**src/rtl/inverter_pipe_pkg.sv**
```systemverilog
// ---------------------------------------------------------------------------
// inverter_pipe_pkg
// Definitions shared by the inverter pipeline and its skid buffer:
//   - occupancy state encoding of the 2-entry skid buffer
//   - default word and counter widths
// ---------------------------------------------------------------------------
package inverter_pipe_pkg;

  localparam int DEF_WIDTH     = 8;
  localparam int DEF_CNT_WIDTH = 16;

  // Number of words currently held by the skid buffer
  typedef enum logic [1:0] {
    ST_EMPTY = 2'b00,
    ST_ONE   = 2'b01,
    ST_FULL  = 2'b10
  } occ_state_t;

endpackage

```
**src/rtl/inverter_pipe_skid_buffer.sv**
```systemverilog
// ---------------------------------------------------------------------------
// inverter_pipe_skid_buffer
// Two-entry valid/ready skid buffer with fully registered outputs. The main
// register drives the output; the skid register catches the one word that
// arrives in the cycle the sink stalls, so the source sees full throughput.
//
// Ports:
//   clk, rst_n            clock, asynchronous active-low reset
//   in_valid/in_data      upstream word
//   in_ready              registered: 1 when fewer than two words are held
//   out_valid/out_data    head of the buffer (main register)
//   out_ready             downstream accepts the head word
// ---------------------------------------------------------------------------
module inverter_pipe_skid_buffer
  import inverter_pipe_pkg::*;
#(
  parameter int W = DEF_WIDTH + 1
) (
  input  logic         clk,
  input  logic         rst_n,
  input  logic         in_valid,
  input  logic [W-1:0] in_data,
  output logic         in_ready,
  output logic         out_valid,
  output logic [W-1:0] out_data,
  input  logic         out_ready
);

  occ_state_t   state;
  logic [W-1:0] skid_q;
  logic         accept;

  assign accept = in_valid && in_ready;

  // Occupancy FSM. in_ready stays low through reset and rises on the first
  // edge after release, because EMPTY always re-asserts it.
  always_ff @(posedge clk or negedge rst_n) begin
    if (!rst_n) begin
      state     <= ST_EMPTY;
      in_ready  <= 1'b0;
      out_valid <= 1'b0;
      out_data  <= '0;
      skid_q    <= '0;
    end else begin
      case (state)
        ST_EMPTY: begin
          in_ready <= 1'b1;
          if (accept) begin
            out_data  <= in_data;
            out_valid <= 1'b1;
            state     <= ST_ONE;
          end
        end
        ST_ONE: begin
          if (accept && out_ready) begin
            out_data <= in_data;
          end else if (accept) begin
            // Sink stalled: park the new word behind the head
            skid_q   <= in_data;
            in_ready <= 1'b0;
            state    <= ST_FULL;
          end else if (out_ready) begin
            out_valid <= 1'b0;
            state     <= ST_EMPTY;
          end
        end
        ST_FULL: begin
          if (out_ready) begin
            out_data <= skid_q;
            in_ready <= 1'b1;
            state    <= ST_ONE;
          end
        end
        default: begin
          out_valid <= 1'b0;
          in_ready  <= 1'b1;
          state     <= ST_EMPTY;
        end
      endcase
    end
  end

endmodule

```
**src/rtl/inverter_pipe.sv**
```systemverilog
// ---------------------------------------------------------------------------
// inverter_pipe
// Registered, masked inverter on a valid/ready stream. Each accepted word is
// XORed with the inversion mask in force at acceptance, buffered in a
// 2-entry skid buffer and delivered in order. word_cnt counts delivered
// words and wraps silently.
//
// Optional feature macro: INVERTER_PARITY_EN
//   When defined, out_parity carries the XOR reduction of out_data; it is
//   computed at acceptance and travels through the buffer with the word.
//
// Ports:
//   clk, rst_n            clock, asynchronous active-low reset
//   cfg_we/cfg_mask       one-cycle mask write strobe and new mask
//   mask                  current mask register
//   in_valid/in_data/in_ready     upstream stream
//   out_valid/out_data/out_ready  downstream stream
//   word_cnt              number of output handshakes (wrapping)
//   out_parity            parity of out_data (INVERTER_PARITY_EN only)
// ---------------------------------------------------------------------------
module inverter_pipe
  import inverter_pipe_pkg::*;
#(
  parameter int               WIDTH     = DEF_WIDTH,
  parameter int               CNT_WIDTH = DEF_CNT_WIDTH,
  parameter logic [WIDTH-1:0] MASK_RST  = '1
) (
  input  logic                 clk,
  input  logic                 rst_n,
  input  logic                 cfg_we,
  input  logic [WIDTH-1:0]     cfg_mask,
  output logic [WIDTH-1:0]     mask,
  input  logic                 in_valid,
  input  logic [WIDTH-1:0]     in_data,
  output logic                 in_ready,
  output logic                 out_valid,
  output logic [WIDTH-1:0]     out_data,
  input  logic                 out_ready,
  output logic [CNT_WIDTH-1:0] word_cnt
`ifdef INVERTER_PARITY_EN
  ,
  output logic                 out_parity
`endif
);

`ifdef INVERTER_PARITY_EN
  localparam int SW = WIDTH + 1;
`else
  localparam int SW = WIDTH;
`endif

  logic [WIDTH-1:0] word;
  logic [SW-1:0]    buf_in;
  logic [SW-1:0]    buf_out;

  // The registered mask is used, so a word accepted in the cfg_we cycle
  // still sees the old mask.
  assign word = in_data ^ mask;

`ifdef INVERTER_PARITY_EN
  assign buf_in     = {^word, word};
  assign out_data   = buf_out[WIDTH-1:0];
  assign out_parity = buf_out[WIDTH];
`else
  assign buf_in   = word;
  assign out_data = buf_out;
`endif

  // Inversion mask register
  always_ff @(posedge clk or negedge rst_n) begin
    if (!rst_n) begin
      mask <= MASK_RST;
    end else if (cfg_we) begin
      mask <= cfg_mask;
    end
  end

  // Delivered-word counter, wraps with no flag
  always_ff @(posedge clk or negedge rst_n) begin
    if (!rst_n) begin
      word_cnt <= '0;
    end else if (out_valid && out_ready) begin
      word_cnt <= word_cnt + CNT_WIDTH'(1);
    end
  end

  inverter_pipe_skid_buffer #(
    .W(SW)
  ) u_skid (
    .clk      (clk),
    .rst_n    (rst_n),
    .in_valid (in_valid),
    .in_data  (buf_in),
    .in_ready (in_ready),
    .out_valid(out_valid),
    .out_data (buf_out),
    .out_ready(out_ready)
  );

endmodule

```
**config.mk**
```make
export PLATFORM = sky130hd
export DESIGN_NAME = inverter_pipe
export DESIGN_NICKNAME = d
export VERILOG_FILES = /design/src/rtl/inverter_pipe_pkg.sv /design/src/rtl/inverter_pipe_skid_buffer.sv /design/src/rtl/inverter_pipe.sv
export SDC_FILE = /design/constraint.sdc
export NUM_CORES = 1
export LEC_CHECK = 0
export CORE_ASPECT_RATIO = 0.5
export CORE_MARGIN = 3
export CORE_UTILIZATION = 47
export DETAILED_ROUTE_END_ITERATION = 12
export PLACE_DENSITY = 0.79
export SLEW_MARGIN = 10
export SYNTH_ARGS = -nofsm -noshare
export SYNTH_HDL_FRONTEND = slang
export SYNTH_SLANG_ARGS = --single-unit
export TNS_END_PERCENT = 5
```
**constraint.sdc**
```tcl
create_clock -name clk -period 2.15 [get_ports clk]
set_clock_uncertainty 0.2 [all_clocks]
set_input_delay 0.645 -clock clk [delete_from_list [all_inputs] [get_ports clk]]
set_output_delay 0.645 -clock clk [all_outputs]
set_load 0.05 [all_outputs]
```
==> results.py <==
metrics = {
    "logic_synthesis": {
        "synth_compound_area_frac": 0.08927,
        "yosysTopAreaCell": "dfrtp_1",
        "synthAdderAreaFrac": 0.006423,
        "ys_ff_latch": 44,
        "synth_mux_area_frac": 0.05716,
        "synth_xor_area_frac": 0.1034,
        "synth_cell_types": 30,
        "yosysTopAreaCellShare": 0.4624,
        "synth_top_family_by_area": "simple AND/OR/NAND/NOR gates",
        "synthArstFlopShare": 1.000,
        "yosys.area_share.simple": 0.1490,
        "synth-seq-area-share": 0.5703,
        "synth_ff_type": "dfrtp_1",
        "synth.area.top_cells": "dfrtp_1 (46%), dfstp_2 (11%), xnor2_1 (9.4%)",
        "syn_inst": 174,
        "synth_edf_count": 0,
        "synth_area_per_cell_um2": 11.20,
        "yosysWarnings": 0,
        "syn_nets": 196,
        "syn-cell-area_um2": 1948,
    },
    "route": {
        "first_pass_iters": 4,
        "drcViolationCount": 0,
        "wl_um": 4015,
        "first_iter_violations": 30,
        "num_vias": 1483,
        "routedWlPerCell_um": 13.89,
        "via_per_inst": 5.131,
        "antenna_left": 0,
    },
    "clock_network": {
        "cts_max_path_buffers": 2,
        "clkTransAtPathRegs_ns": 0.08,
        "cts_setup_buffers": 0,
        "numCtsBuffers": 5,
        "cts_tree": "done",
        "cts_hold_buf": 0,
        "root_buffer": "clkbuf_8",
        "cts_max_level": 2,
        "clk_latency_ns": 0.30,
        "cts_resized": 0,
        "clkSinkCount": 44,
    },
    "sta": {
        "maxSlewHeadroom": 0.6253,
        "fin_crit_sh": 0.9057,
        "slew_viol_final": 0,
        "worstMarginPinSlew_ns": 0.5621,
        "max_freq_mhz": 513.5,
        "hold_viol": 0,
        "rsz0062_at_grt": "no",
        "fin_tns_setup_ns": 0,
        "finalSetupViolCount": 0,
        "hold_ws_ns": 0.06513,
        "period_minus_slack_ns": 1.947,
    },
    "die": {
        "rows": 15,
        "die_area_um2": 5001,
        "die_y_um": 51.53,
        "initial_core_util": 0.5269,
        "core-area_um2": 3697,
        "ioPinCount": 55,
        "die_w_um": 97.05,
    },
    "layout": {
        "area_growth_syn_to_layout_pct": 48.36,
        "fillers": 225,
        "final_cell_mix": "dfrtp_1 (36), buf_12 (24), xnor2_1 (21)",
        "multiInputGateArea_um2": 789.5,
        "regArea_um2": 1111,
        "antenna_cells": 0,
        "fin_nets": 259,
        "drive_above_1_share": 0.2983,
        "final_common_cell": "dfrtp_1",
        "postLayoutCoreUtil": 0.7817,
    },
    "power_and_ir_drop": {
        "finalPower_mw": 3.553,
        "p_leak_nw": 1.243,
        "cellPowerDensity_nw_per_um2": 1229,
        "irDropWorstVdd_uv": 561.9,
    },
    "place": {
        "port_buffers": 54,
        "place_congestion": 0.7669,
        "hpwlAfterDp_um": 2985,
    },
    "global_route": {
        "grt_max_degree": 28,
        "grt_pass1_wl_um": 7251,
        "grt_overflow": 0,
        "grt_antenna_before_repair": 0,
        "grt_util_all_layers": 0.1857,
        "grt_pass1_vias": 1549,
    },
    "worst_setup_path": {
        "end_kind": "register",
        "cp_max_fo": 16,
        "required_ns": 2.14,
        "startpoint_type": "input port",
        "path_class": "in2reg",
        "cp_data_arrival_time_ns": 1.93,
    },
    "outcome": {
        "outcome": "finished clean",
    },
    "run": {
        "cap_violations": 0,
    },
    "hold_path": {
        "hp-class": "in2async",
    },
}
==> synthesized netlist by cell type (all sizes together), types with 2 or more instances <==
cell type  count
mux2           9
nor2          20
dfstp          8
o21ai         10
and3           3
and4           4
inv            2
nand3          7
xor2           2
xnor2         21
nand2         15
buf            5
a21oi         18
dfrtp         36
nand4          3
==> cells by family (layout without fill, tap and decap cells) <==
kind of cell | count (synthesis) | after routing
AOI/OAI and AO/OA | 31 | 31
xor gates and xnor gates | 23 | 23
adders and majority gates | 1 | 1
buffers and inverters | 8 | 72
DFF | 44 | 44
muxes | 10 | 10
and+or+nand+nor | 57 | 57
==> stage by stage <==
stage	cell area, um^2	worst slack, ns	cells
floorplan	1948	0.2056	174
global route	2890	0.1353	289
detailed placement	2783	-0.09101	281
CTS	2890	0.2031	289
global placement	2783	-0.02742	281
finish	2890	0.2027	289
==> power by group <==
group,switching (mW),internal [mW]
registers,0.242,1.08
logic,0.916,0.686
clock network,0.281,0.345
total,1.44,2.11
==> layer usage <==
layer | GRT usage | routed length [um] | vias up
met5 | 0 | 0 | -
met4 | 0.08625 | 103 | 0
met3 | 0.04819 | 198 | 10
met2 | 0.3231 | 2004 | 39
met1 | 0.2220 | 1707 | 714
li1 | - | - | 720
==> worst paths after layout <==
| path | start | end | slack, ns | cells after the start |
|---|---|---|---|---|
| max in group asynchronous | rst_n | word_cnt[0] | 1.21 | 2 |
| worst max-delay path | out_ready | u_skid.out_data[3] | 0.20 | 7 |
| worst max register to register | word_cnt[0] | word_cnt[12] | 0.47 | 5 |
| worst min-delay path | rst_n | u_skid.skid_q[4] | 0.07 | 1 |
| min in group clk | word_cnt[15] | word_cnt[15] | 0.28 | 1 |
| worst min register to register | word_cnt[15] | word_cnt[15] | 0.28 | 1 |
==> worst max-delay path, cell delays in order <==
cell,delay [ns]
clkdlybuf4s50_1,0.46
buf_4,0.17
nor2b_1,0.25
o31ai_4,0.10
buf_12,0.16
nor2_1,0.11
a21oi_1,0.05
==> area by class of cell <==
class	count	share of cell area
well taps	51	0.02208
clock inverters	2	0.01212
multi-input cells	122	0.2732
clock buffers	6	0.02511
flip-flops and latches	44	0.3844
inverters	2	0.002597
repair buffers	62	0.2805
==> registers in the layout (all words and copies together) (netlist names) <==
register / count
word_cnt: 16
u_skid.out_data: 8
u_skid.skid_q: 8
u_skid.state: 2
u_skid.out_valid: 1
mask: 8
u_skid.in_ready: 1
No activity file was read; power rests on OpenSTA's default activity.
